**src/rtl/axi_lite_pkg.sv**
```systemverilog
`default_nettype none
// ============================================================================
// Module      : axi_lite_pkg
// Description : Shared AXI4-Lite definitions: response codes, the state
//               encodings of the write-response stage and a clog2 helper.
// Revision    : 1.0 - initial release
// ============================================================================
package axi_lite_pkg;

  // BRESP / RRESP encodings
  localparam logic [1:0] RESP_OKAY   = 2'b00;
  localparam logic [1:0] RESP_EXOKAY = 2'b01;
  localparam logic [1:0] RESP_SLVERR = 2'b10;
  localparam logic [1:0] RESP_DECERR = 2'b11;

  // Write-response stage states
  localparam logic [1:0] S_IDLE  = 2'd0;
  localparam logic [1:0] S_WRITE = 2'd1;
  localparam logic [1:0] S_RESP  = 2'd2;

  // Ceiling log2, usable in parameter expressions
  function automatic int clog2(input int value);
    int r;
    r = 0;
    while ((1 << r) < value) r++;
    return r;
  endfunction

endpackage
`default_nettype wire

```
**src/rtl/axi_write_resp_if.sv**
```systemverilog
`default_nettype none
// ============================================================================
// Module      : axi_write_resp_if
// Description : Bundle of the AW/W stage hand-off, memory write port and
//               B channel signals seen by the write-response stage.
// Revision    : 1.0 - initial release
// ============================================================================
interface axi_write_resp_if import axi_lite_pkg::*; #(
  parameter int ADDR_WIDTH = 32,
  parameter int DATA_WIDTH = 32,
  parameter int STRB_WIDTH = DATA_WIDTH / 8,
  parameter int MEM_DEPTH  = 1024
);
  localparam int c_idx_w = clog2(MEM_DEPTH);

  logic [ADDR_WIDTH-1:0] ADDRIN;
  logic                  ADDRREADY;
  logic [DATA_WIDTH-1:0] WDATAIN;
  logic [STRB_WIDTH-1:0] WSTRBIN;
  logic                  DATAREADY;
  logic                  MEMWEN;
  logic [c_idx_w-1:0]    MEMADDR;
  logic [DATA_WIDTH-1:0] MEMWDATA;
  logic [STRB_WIDTH-1:0] MEMWSTRB;
  logic                  MEMERR;
  logic                  BVALID;
  logic [1:0]            BRESP;
  logic                  BREADY;
  logic                  BRESPREADY;
  logic [1:0]            BRESPOUT;

  // The write-response stage itself
  modport slave (
    input  ADDRIN, ADDRREADY, WDATAIN, WSTRBIN, DATAREADY, MEMERR, BREADY,
    output MEMWEN, MEMADDR, MEMWDATA, MEMWSTRB, BVALID, BRESP, BRESPREADY, BRESPOUT
  );

  // The surrounding stages, memory and bus master
  modport master (
    output ADDRIN, ADDRREADY, WDATAIN, WSTRBIN, DATAREADY, MEMERR, BREADY,
    input  MEMWEN, MEMADDR, MEMWDATA, MEMWSTRB, BVALID, BRESP, BRESPREADY, BRESPOUT
  );

endinterface
`default_nettype wire

```
**src/rtl/axi_addr_decode.sv**
```systemverilog
`default_nettype none
// ============================================================================
// Module      : axi_addr_decode
// Description : Combinational byte-address decoder: word index into the
//               register memory, range hit and word alignment.
// Revision    : 1.0 - initial release
// ============================================================================
module axi_addr_decode import axi_lite_pkg::*; #(
  parameter int                    ADDR_WIDTH  = 32,
  parameter int                    STRB_WIDTH  = 4,
  parameter int                    MEM_DEPTH   = 1024,
  parameter logic [ADDR_WIDTH-1:0] BASE_ADDR   = '0,
  parameter int                    INDEX_WIDTH = clog2(MEM_DEPTH)
) (
  input  logic [ADDR_WIDTH-1:0]  addr,
  output logic [INDEX_WIDTH-1:0] index,
  output logic                   hit,
  output logic                   aligned
);
  localparam int                    c_lsb   = clog2(STRB_WIDTH);
  localparam logic [ADDR_WIDTH-1:0] c_depth = ADDR_WIDTH'(MEM_DEPTH);

  logic [ADDR_WIDTH-1:0] w_off;
  logic [ADDR_WIDTH-1:0] w_word;

  assign w_off  = addr - BASE_ADDR;
  assign w_word = w_off >> c_lsb;
  // Below the base the subtraction wraps, so the lower bound is checked on addr
  assign hit    = (addr >= BASE_ADDR) && (w_word < c_depth);
  assign index  = w_word[INDEX_WIDTH-1:0];

  generate
    if (c_lsb > 0) begin : g_align_check
      assign aligned = (w_off[c_lsb-1:0] == '0);
    end else begin : g_byte_wide
      assign aligned = 1'b1;
    end
  endgenerate

endmodule
`default_nettype wire

```
**src/rtl/axi_write_resp.sv**
```systemverilog
`default_nettype none
// ============================================================================
// Module      : axi_write_resp
// Description : AXI4-Lite write-response stage. Joins the captured address
//               and data, performs one strobed memory write, returns BRESP
//               and signals completion back to the W stage.
// Revision    : 1.0 - initial release
// ============================================================================
module axi_write_resp import axi_lite_pkg::*; #(
  parameter int                    ADDR_WIDTH = 32,
  parameter int                    DATA_WIDTH = 32,
  parameter int                    STRB_WIDTH = DATA_WIDTH / 8,
  parameter int                    MEM_DEPTH  = 1024,
  parameter logic [ADDR_WIDTH-1:0] BASE_ADDR  = '0
) (
  input wire logic         clk,
  input wire logic         reset,
  axi_write_resp_if.slave  bus
);
  localparam int c_idx_w = clog2(MEM_DEPTH);

  logic [1:0]            r_state;
  logic                  r_addr_flag;
  logic                  r_data_flag;
  logic [ADDR_WIDTH-1:0] r_addr;
  logic [DATA_WIDTH-1:0] r_wdata;
  logic [STRB_WIDTH-1:0] r_wstrb;

  logic                  r_memwen;
  logic [c_idx_w-1:0]    r_memaddr;
  logic [DATA_WIDTH-1:0] r_memwdata;
  logic [STRB_WIDTH-1:0] r_memwstrb;
  logic                  r_bvalid;
  logic [1:0]            r_bresp;
  logic                  r_brespready;
  logic [1:0]            r_brespout;

  logic [c_idx_w-1:0]    w_index;
  logic                  w_hit;
  logic                  w_aligned;
  logic                  w_write_en;
  logic [1:0]            w_resp;

  axi_addr_decode #(
    .ADDR_WIDTH  (ADDR_WIDTH),
    .STRB_WIDTH  (STRB_WIDTH),
    .MEM_DEPTH   (MEM_DEPTH),
    .BASE_ADDR   (BASE_ADDR),
    .INDEX_WIDTH (c_idx_w)
  ) u_decode (
    .addr    (r_addr),
    .index   (w_index),
    .hit     (w_hit),
    .aligned (w_aligned)
  );

  // Response and write-enable decision for the latched transaction
  always_comb begin
    w_write_en = 1'b0;
    w_resp     = RESP_OKAY;
    if (!w_hit) begin
      w_resp = RESP_DECERR;
    end else if (!w_aligned) begin
      w_resp = RESP_SLVERR;
    end else if (r_wstrb == '0) begin
      w_resp = RESP_OKAY;
    end else begin
      w_write_en = 1'b1;
      w_resp     = bus.MEMERR ? RESP_SLVERR : RESP_OKAY;
    end
  end

  // Capture, write and response sequencing; all outputs registered
  always_ff @(posedge clk) begin
    if (reset) begin
      r_state      <= S_IDLE;
      r_addr_flag  <= 1'b0;
      r_data_flag  <= 1'b0;
      r_addr       <= '0;
      r_wdata      <= '0;
      r_wstrb      <= '0;
      r_memwen     <= 1'b0;
      r_memaddr    <= '0;
      r_memwdata   <= '0;
      r_memwstrb   <= '0;
      r_bvalid     <= 1'b0;
      r_bresp      <= RESP_OKAY;
      r_brespready <= 1'b0;
      r_brespout   <= RESP_OKAY;
    end else begin
      // Memory port and completion pulse default to idle every cycle
      r_memwen     <= 1'b0;
      r_memaddr    <= '0;
      r_memwdata   <= '0;
      r_memwstrb   <= '0;
      r_brespready <= 1'b0;
      r_brespout   <= RESP_OKAY;
      case (r_state)
        S_IDLE: begin
          if (bus.ADDRREADY) begin
            r_addr_flag <= 1'b1;
            r_addr      <= bus.ADDRIN;
          end
          if (bus.DATAREADY) begin
            r_data_flag <= 1'b1;
            r_wdata     <= bus.WDATAIN;
            r_wstrb     <= bus.WSTRBIN;
          end
          if ((r_addr_flag || bus.ADDRREADY) && (r_data_flag || bus.DATAREADY)) begin
            r_state <= S_WRITE;
          end
        end
        S_WRITE: begin
          r_memwen <= w_write_en;
          if (w_write_en) begin
            r_memaddr  <= w_index;
            r_memwdata <= r_wdata;
            r_memwstrb <= r_wstrb;
          end
          r_bvalid <= 1'b1;
          r_bresp  <= w_resp;
          r_state  <= S_RESP;
        end
        S_RESP: begin
          if (bus.BREADY) begin
            r_bvalid     <= 1'b0;
            r_bresp      <= RESP_OKAY;
            r_brespready <= 1'b1;
            r_brespout   <= r_bresp;
            r_addr_flag  <= 1'b0;
            r_data_flag  <= 1'b0;
            r_state      <= S_IDLE;
          end
        end
        default: r_state <= S_IDLE;
      endcase
    end
  end

  assign bus.MEMWEN     = r_memwen;
  assign bus.MEMADDR    = r_memaddr;
  assign bus.MEMWDATA   = r_memwdata;
  assign bus.MEMWSTRB   = r_memwstrb;
  assign bus.BVALID     = r_bvalid;
  assign bus.BRESP      = r_bresp;
  assign bus.BRESPREADY = r_brespready;
  assign bus.BRESPOUT   = r_brespout;

endmodule
`default_nettype wire
```
**src/flat_wrapper.sv**
```systemverilog
// flat-port wrapper written by rule: the top's interface ports become plain ports
module axi_write_resp_flat import axi_lite_pkg::*;
#(
  parameter int                    ADDR_WIDTH = 32,
  parameter int                    DATA_WIDTH = 32,
  parameter int                    STRB_WIDTH = DATA_WIDTH / 8,
  parameter int                    MEM_DEPTH  = 1024,
  parameter logic [ADDR_WIDTH-1:0] BASE_ADDR  = '0
)
  (clk, reset, bus_ADDRIN, bus_ADDRREADY, bus_WDATAIN, bus_WSTRBIN, bus_DATAREADY, bus_MEMERR, bus_BREADY, bus_MEMWEN, bus_MEMADDR, bus_MEMWDATA, bus_MEMWSTRB, bus_BVALID, bus_BRESP, bus_BRESPREADY, bus_BRESPOUT);
  axi_write_resp_if #(.ADDR_WIDTH(ADDR_WIDTH), .DATA_WIDTH(DATA_WIDTH), .STRB_WIDTH(STRB_WIDTH), .MEM_DEPTH(MEM_DEPTH)) bus_i ();
  input wire logic clk;
  input wire logic reset;
  input wire logic [$bits(bus_i.ADDRIN)-1:0] bus_ADDRIN;
  input wire logic [$bits(bus_i.ADDRREADY)-1:0] bus_ADDRREADY;
  input wire logic [$bits(bus_i.WDATAIN)-1:0] bus_WDATAIN;
  input wire logic [$bits(bus_i.WSTRBIN)-1:0] bus_WSTRBIN;
  input wire logic [$bits(bus_i.DATAREADY)-1:0] bus_DATAREADY;
  input wire logic [$bits(bus_i.MEMERR)-1:0] bus_MEMERR;
  input wire logic [$bits(bus_i.BREADY)-1:0] bus_BREADY;
  output wire logic [$bits(bus_i.MEMWEN)-1:0] bus_MEMWEN;
  output wire logic [$bits(bus_i.MEMADDR)-1:0] bus_MEMADDR;
  output wire logic [$bits(bus_i.MEMWDATA)-1:0] bus_MEMWDATA;
  output wire logic [$bits(bus_i.MEMWSTRB)-1:0] bus_MEMWSTRB;
  output wire logic [$bits(bus_i.BVALID)-1:0] bus_BVALID;
  output wire logic [$bits(bus_i.BRESP)-1:0] bus_BRESP;
  output wire logic [$bits(bus_i.BRESPREADY)-1:0] bus_BRESPREADY;
  output wire logic [$bits(bus_i.BRESPOUT)-1:0] bus_BRESPOUT;
  assign bus_i.ADDRIN = bus_ADDRIN;
  assign bus_i.ADDRREADY = bus_ADDRREADY;
  assign bus_i.WDATAIN = bus_WDATAIN;
  assign bus_i.WSTRBIN = bus_WSTRBIN;
  assign bus_i.DATAREADY = bus_DATAREADY;
  assign bus_i.MEMERR = bus_MEMERR;
  assign bus_i.BREADY = bus_BREADY;
  assign bus_MEMWEN = bus_i.MEMWEN;
  assign bus_MEMADDR = bus_i.MEMADDR;
  assign bus_MEMWDATA = bus_i.MEMWDATA;
  assign bus_MEMWSTRB = bus_i.MEMWSTRB;
  assign bus_BVALID = bus_i.BVALID;
  assign bus_BRESP = bus_i.BRESP;
  assign bus_BRESPREADY = bus_i.BRESPREADY;
  assign bus_BRESPOUT = bus_i.BRESPOUT;
  axi_write_resp #(.ADDR_WIDTH(ADDR_WIDTH), .DATA_WIDTH(DATA_WIDTH), .STRB_WIDTH(STRB_WIDTH), .MEM_DEPTH(MEM_DEPTH), .BASE_ADDR(BASE_ADDR)) u_core (.clk(clk), .reset(reset), .bus(bus_i));
endmodule
```
**config.mk**
```make
export PLATFORM = sky130hd
export DESIGN_NAME = axi_write_resp_flat
export DESIGN_NICKNAME = d
export VERILOG_FILES = /design/src/rtl/axi_lite_pkg.sv /design/src/rtl/axi_write_resp_if.sv /design/src/rtl/axi_addr_decode.sv /design/src/rtl/axi_write_resp.sv /design/src/flat_wrapper.sv
export SDC_FILE = /design/constraint.sdc
export NUM_CORES = 1
export LEC_CHECK = 0
export ABC_AREA = 0
export CAP_MARGIN = 20
export CORE_MARGIN = 2
export CORE_UTILIZATION = 35
export DETAILED_ROUTE_END_ITERATION = 10
export SLEW_MARGIN = 20
export SYNTH_ARGS = -nofsm -noshare
export SYNTH_HDL_FRONTEND = slang
export SYNTH_SLANG_ARGS = --single-unit
```
**constraint.sdc**
```tcl
create_clock -name clk -period 3 [get_ports clk]
set_input_delay 0.3 -clock clk [delete_from_list [all_inputs] [get_ports clk]]
set_output_delay 0.3 -clock clk [all_outputs]
set_load 0.01 [all_outputs]
```
Word level (Yosys, flattened, before mapping). Index checks and enable logic that the tools add are counted.

Add/sub/neg operators: 0. Multipliers: 0. Divide/modulo/power cells: 0. $lt $le $gt $ge: 2. Equality and inequality tests: 6. Shift operators: 0. Muxes and demuxes: 18. Bitwise gates (word level): 4. Reduce and logical (&&, ||, !) cells: 19.

Operators by type and width (number): $ge 32x1->1 const B (1); $lt 30x11->1 const B (1); $mux 2 (6); $reduce_and 2->1 (4); $mux 1 (7); $ne 2x2->1 const B (3); $pmux 1 s2 (3); $pmux 2 s3 (1); $reduce_and 3->1 (2); $reduce_or 3->1 (2); $logic_not 2->1 (2); $logic_not 4->1 (1); $not 1->1 (4); $pmux 2 s2 (1); $reduce_bool 2->1 (2); $reduce_or 2->1 (2); $eq 2x1->1 const B (1); $eq 2x2->1 const B (1); $logic_and 1x1->1 (2); $logic_or 1x1->1 (2); $ne 2x1->1 const B (1).

Bits in registers: 125. Bits in latches: 0. Bits in writable memories: 0. Memory bits (read-only): 0. Bits of input ports: 74. Word-level logic and storage cells: 63. Memories: 0.

Depth between registers and ports, before layout.
Depth in word-level cells: 6. Mapped depth: 7. Depth with buffers taken out: 4.

Cells and area by module. Synthesis repeated with hierarchy kept, for this count alone.

Cell total of the unflattened synthesis: 461. Area, all modules: 4127.7 µm².

By module, submodules not included: axi_write_resp (times used 1, cells an instance 442, area an instance 4005.1 µm², seq. area each 2502.4 µm²); axi_addr_decode (times used 1, cells an instance 19, area an instance 122.6 µm², seq. area each 0.0 µm²).

Worst setup path after synthesis. OpenSTA, ideal clock, no wires.

Path type: register -> register. Start point: register u_core.r_state[0]. End point: register u_core.r_memwdata[15] (netlist: u_core.bus.MEMWDATA[15]). Arrival: 1.476 ns. Data required time: 2.940 ns. Slack: 1.464 ns. Stages on the path, launching flop included: 8. Period minus slack after synthesis: 1.536 ns. Cell sequence: dfxtp_1 buf_4 nor4b_4 nand4_2 nor4b_4 buf_6 buf_6 and3_1.

Word-level cells in the longest chain between the ends: 3.

RTL lines: start, declared (RTL line axi_write_resp.sv:22) `logic [1:0] r_state;`; start signal, assigned (RTL line axi_write_resp.sv:76) `r_state <= S_IDLE;`; start signal, assigned (RTL line axi_write_resp.sv:110) `r_state <= S_WRITE;`; start signal, assigned (RTL line axi_write_resp.sv:122) `r_state <= S_RESP;`; $eq 2x1->1 (RTL line axi_write_resp.sv:98) `case (r_state)`; $not 1->1 (no source line); $reduce_or 3->1 (no source line); end signal, assigned (RTL line axi_write_resp.sv:117) `r_memwdata <= r_wdata;`; end, declared (RTL line axi_write_resp.sv:31) `logic [DATA_WIDTH-1:0] r_memwdata;`.

Every way passes these cells. A chain may end at the register's enable or synchronous reset.

Worst setup path in the final report.
Start point: register u_core.r_state[0]. End point: register u_core.r_memaddr[6] (netlist: u_core.bus.MEMADDR[6]).

Word-level cells in the longest chain between the ends: 3.

RTL lines: $eq 2x1->1 (RTL line axi_write_resp.sv:98); $not 1->1 (no source line); $reduce_or 3->1 (no source line); end signal, assigned (RTL line axi_write_resp.sv:116) `r_memaddr <= w_index;`; end, declared (RTL line axi_write_resp.sv:30) `logic [c_idx_w-1:0] r_memaddr;`.

Every way passes these cells.

==> out/metrics.cfg <==
[detailed_routing]
postRouteWirelength_mm = 9.55
dr_total_vias = 3353
avgViaCountPerCell = 4.61
wire_per_inst_um = 13.1
drc = 0
antenna_left = 0
drtPass1Iterations = 5
drt-initial-drc-count = 128

[sta]
drv_slew = 0
rsz0062_at_grt = false
clock.fmax_ghz = 0.530
slew_headroom = 0.322
setup_viol = 0
hold_viol_final = 0
finalSetupTns_ns = 0
finalCriticalPeriod_ns = 1.89
worst_pin_slew_ns = 1.01
fin_skew_ns = 0.0108
period_share = 0.628

[logic_synthesis]
synth_area_per_cell_um2 = 9.02
ys_seq_elements = 125
ys_types = 26
synth_nets = 530
synth-edff-count = 0
ys.flop_type = dfxtp_1
async_flop_share = 0
netlist_instances = 456
yosys_warnings = 0
ys_seq_area_frac = 0.609
syn_area_um2 = 4110

[cells_and_area]
syn_to_final_growth_pct = 46.7
layout.nets = 647
fillCellCount = 1067
seq_area_um2 = 2500
final_layout_size_suffix_gt1_frac = 0.0718
fin_util = 0.528
diodes = 0
multi_input_area_um2 = 1440

[critical_path]
crit_path_max_incr_delay_ns = 0.48
cp_cell_sequence = nor4b_4 -> nand4_2 -> nor4b_4 -> buf_4 -> and3_1
rrSetupSlack_ns = 1.11
crit_fanout = 47
startpoint = u_core.r_state[0]
cp.required_ns = 3.34
cp.arrival_ns = 2.22
path_class = flop to flop
rr_startpoint = u_core.r_state[0]
critPathCaptureType = flop
cpMostUsedCell = nor4b_4
start_kind = flop
crit_path_top_delay_cell = dfxtp_1

[clock_network]
insertion_delay_ns = 0.40
cts-htree-levels = 4
cts.sinks = 125
tritoncts = done
ctsResizeCount = 0
numCtsBuffers = 17
cts_hold_repair.buffers = 0
clk_path_buf_depth = 2
cts_setup_buffers = 0
root_buffer = clkbuf_16
clk_pin_slew_ns = 0.06

[place]
dpl.hpwl_mm = 6.45
port_buffers = 126
gp_congestion = 0.708

[power_and_ir_drop]
p_leak_uw = 0.00244
vdd_ir_drop_max_mv = 0.295
p_per_area_nw_per_um2 = 701

[global_routing]
grt_max_degree = 48
grt_overflow = 0
first_global_vias = 3268
grt_antenna_before_repair = 0
grt_pass1_wl_mm = 15.6
grt_usage = 0.154

[floorplan]
die-area_um2 = 12600
coreArea_um2 = 11400
rows = 39
initial_core_util = 0.360
boundaryPins = 127
dieHeight_um = 112
chipWidth_um = 112

[hold_path]
hold_class = input port to flop
hp-start = bus_WDATAIN[9]

[job]
max-cap-violations = 0

[outcome]
status = complete, no violations

synthesized netlist by cell type (2+ instances only):
library cell  count  area (µm²)
o21ai_0           3        15.0
nor2_1            8        30.0
nor2b_1           3        18.8
and2_1            9        56.3
buf_1             2        7.51
nand2_1         142         533
buf_2             7        35.0
nor4_1            4        25.0
a21oi_1          72         360
nor4b_4           2        47.6
buf_6             4        45.0
dfxtp_1         125        2500
and3_1           42         263
nor3_1            4        20.0
clkbuf_1         18        67.6
kinds of logic after synthesis:
group | Yosys count | share of synthesized area
compound gates | 78 | 0.0965
buf+inv | 34 | 0.0417
simple gates | 219 | 0.253
flops | 125 | 0.609
routing by layer:
metal,up-vias,share of wire,wire length [µm],track usage
met1,1527,0.45,4320,0.190
met2,84,0.49,4670,0.260
met3,5,0.049,468,0.0454
li1,1737,-,-,-
met5,-,0,0,0
met4,0,0.0095,91,0.0488
where the power goes:
part           total (µW)  switching, µW  internal [µW]
Sequential           1780           43.5           1740
Clock                2080            726           1350
Combinational         366            198            169
Total                4230            967           3260
through the flow:
step           std cells  setup WS [ns]  cell area (µm²)  total power [µW]  hold slack [ns]
2_1_floorplan        456           1.46             4110              2020            0.392
3_3_place_gp         697           1.09             5420              2180            0.437
3_5_place_dp         697           1.00             5420              2190            0.442
4_1_cts              728           1.04             6030              4270            0.431
5_1_grt              728          0.955             6030              4400            0.437
6_report             728           1.11             6030              4230            0.443
worst max-delay path: cells and delay by family, from the launching register on:
family                 cells  cell delay [ns]
and+or+nand+nor            4             0.95
DFF                        1             0.48
buffers and inverters      1             0.40
placed cells by master (no fill, tap or decap):
| cell type | Yosys | final |
|---|---|---|
| nor4_1 | 4 | 4 |
| clkdlybuf4s50_1 | 0 | 125 |
| clkbuf_8 | 0 | 2 |
| a211oi_1 | 1 | 1 |
| buf_4 | 1 | 5 |
| clkinv_4 | 0 | 3 |
| nand4_2 | 1 | 1 |
| and3_1 | 42 | 42 |
| o21bai_1 | 1 | 1 |
| nor4b_4 | 2 | 2 |
| inv_1 | 1 | 1 |
| nand2_1 | 142 | 142 |
| or4_2 | 0 | 1 |
| inv_6 | 0 | 2 |
| nand2b_1 | 1 | 1 |
| clkinvlp_4 | 0 | 3 |
| dfxtp_1 | 125 | 125 |
| nor3_1 | 4 | 4 |
| bufinv_16 | 0 | 3 |
| clkinv_2 | 0 | 1 |
| nor2b_1 | 3 | 3 |
| clkbuf_16 | 0 | 17 |
| nor4_2 | 1 | 1 |
| and2_1 | 9 | 9 |
| nor4b_1 | 1 | 1 |
| nor2_1 | 8 | 8 |
| o22ai_1 | 1 | 1 |
| buf_2 | 7 | 1 |
| a21oi_1 | 72 | 72 |
| o21ai_0 | 3 | 3 |
state kept, by name, indices dropped and copies added (netlist names), 2 cells and up:
name and cells:
u_core.bus.BRESP 2, u_core.r_addr 32, u_core.r_state 2, u_core.bus.BRESPOUT 2, u_core.r_wdata 32, u_core.bus.MEMADDR 10
u_core.bus.MEMWDATA 32, u_core.bus.MEMWSTRB 4, u_core.r_wstrb 4
cell type report:
cell class,instances,area share
Clock inverter,12,0.0268
Multi-Input combinational cell,297,0.239
Clock buffer,19,0.0751
Timing Repair Buffer,131,0.214
Tap cell,143,0.0297
Sequential cell,125,0.415
Inverter,1,0.000622
path summary, 6_finish.rpt:
check | end | cells past startpoint
min | u_core.r_wdata[9] | 3
min reg2reg | u_core.r_wdata[24] | 2
max | u_core.bus.MEMADDR[6] | 5
max reg2reg | u_core.bus.MEMADDR[6] | 5
No activity file was read; power rests on OpenSTA's default activity.
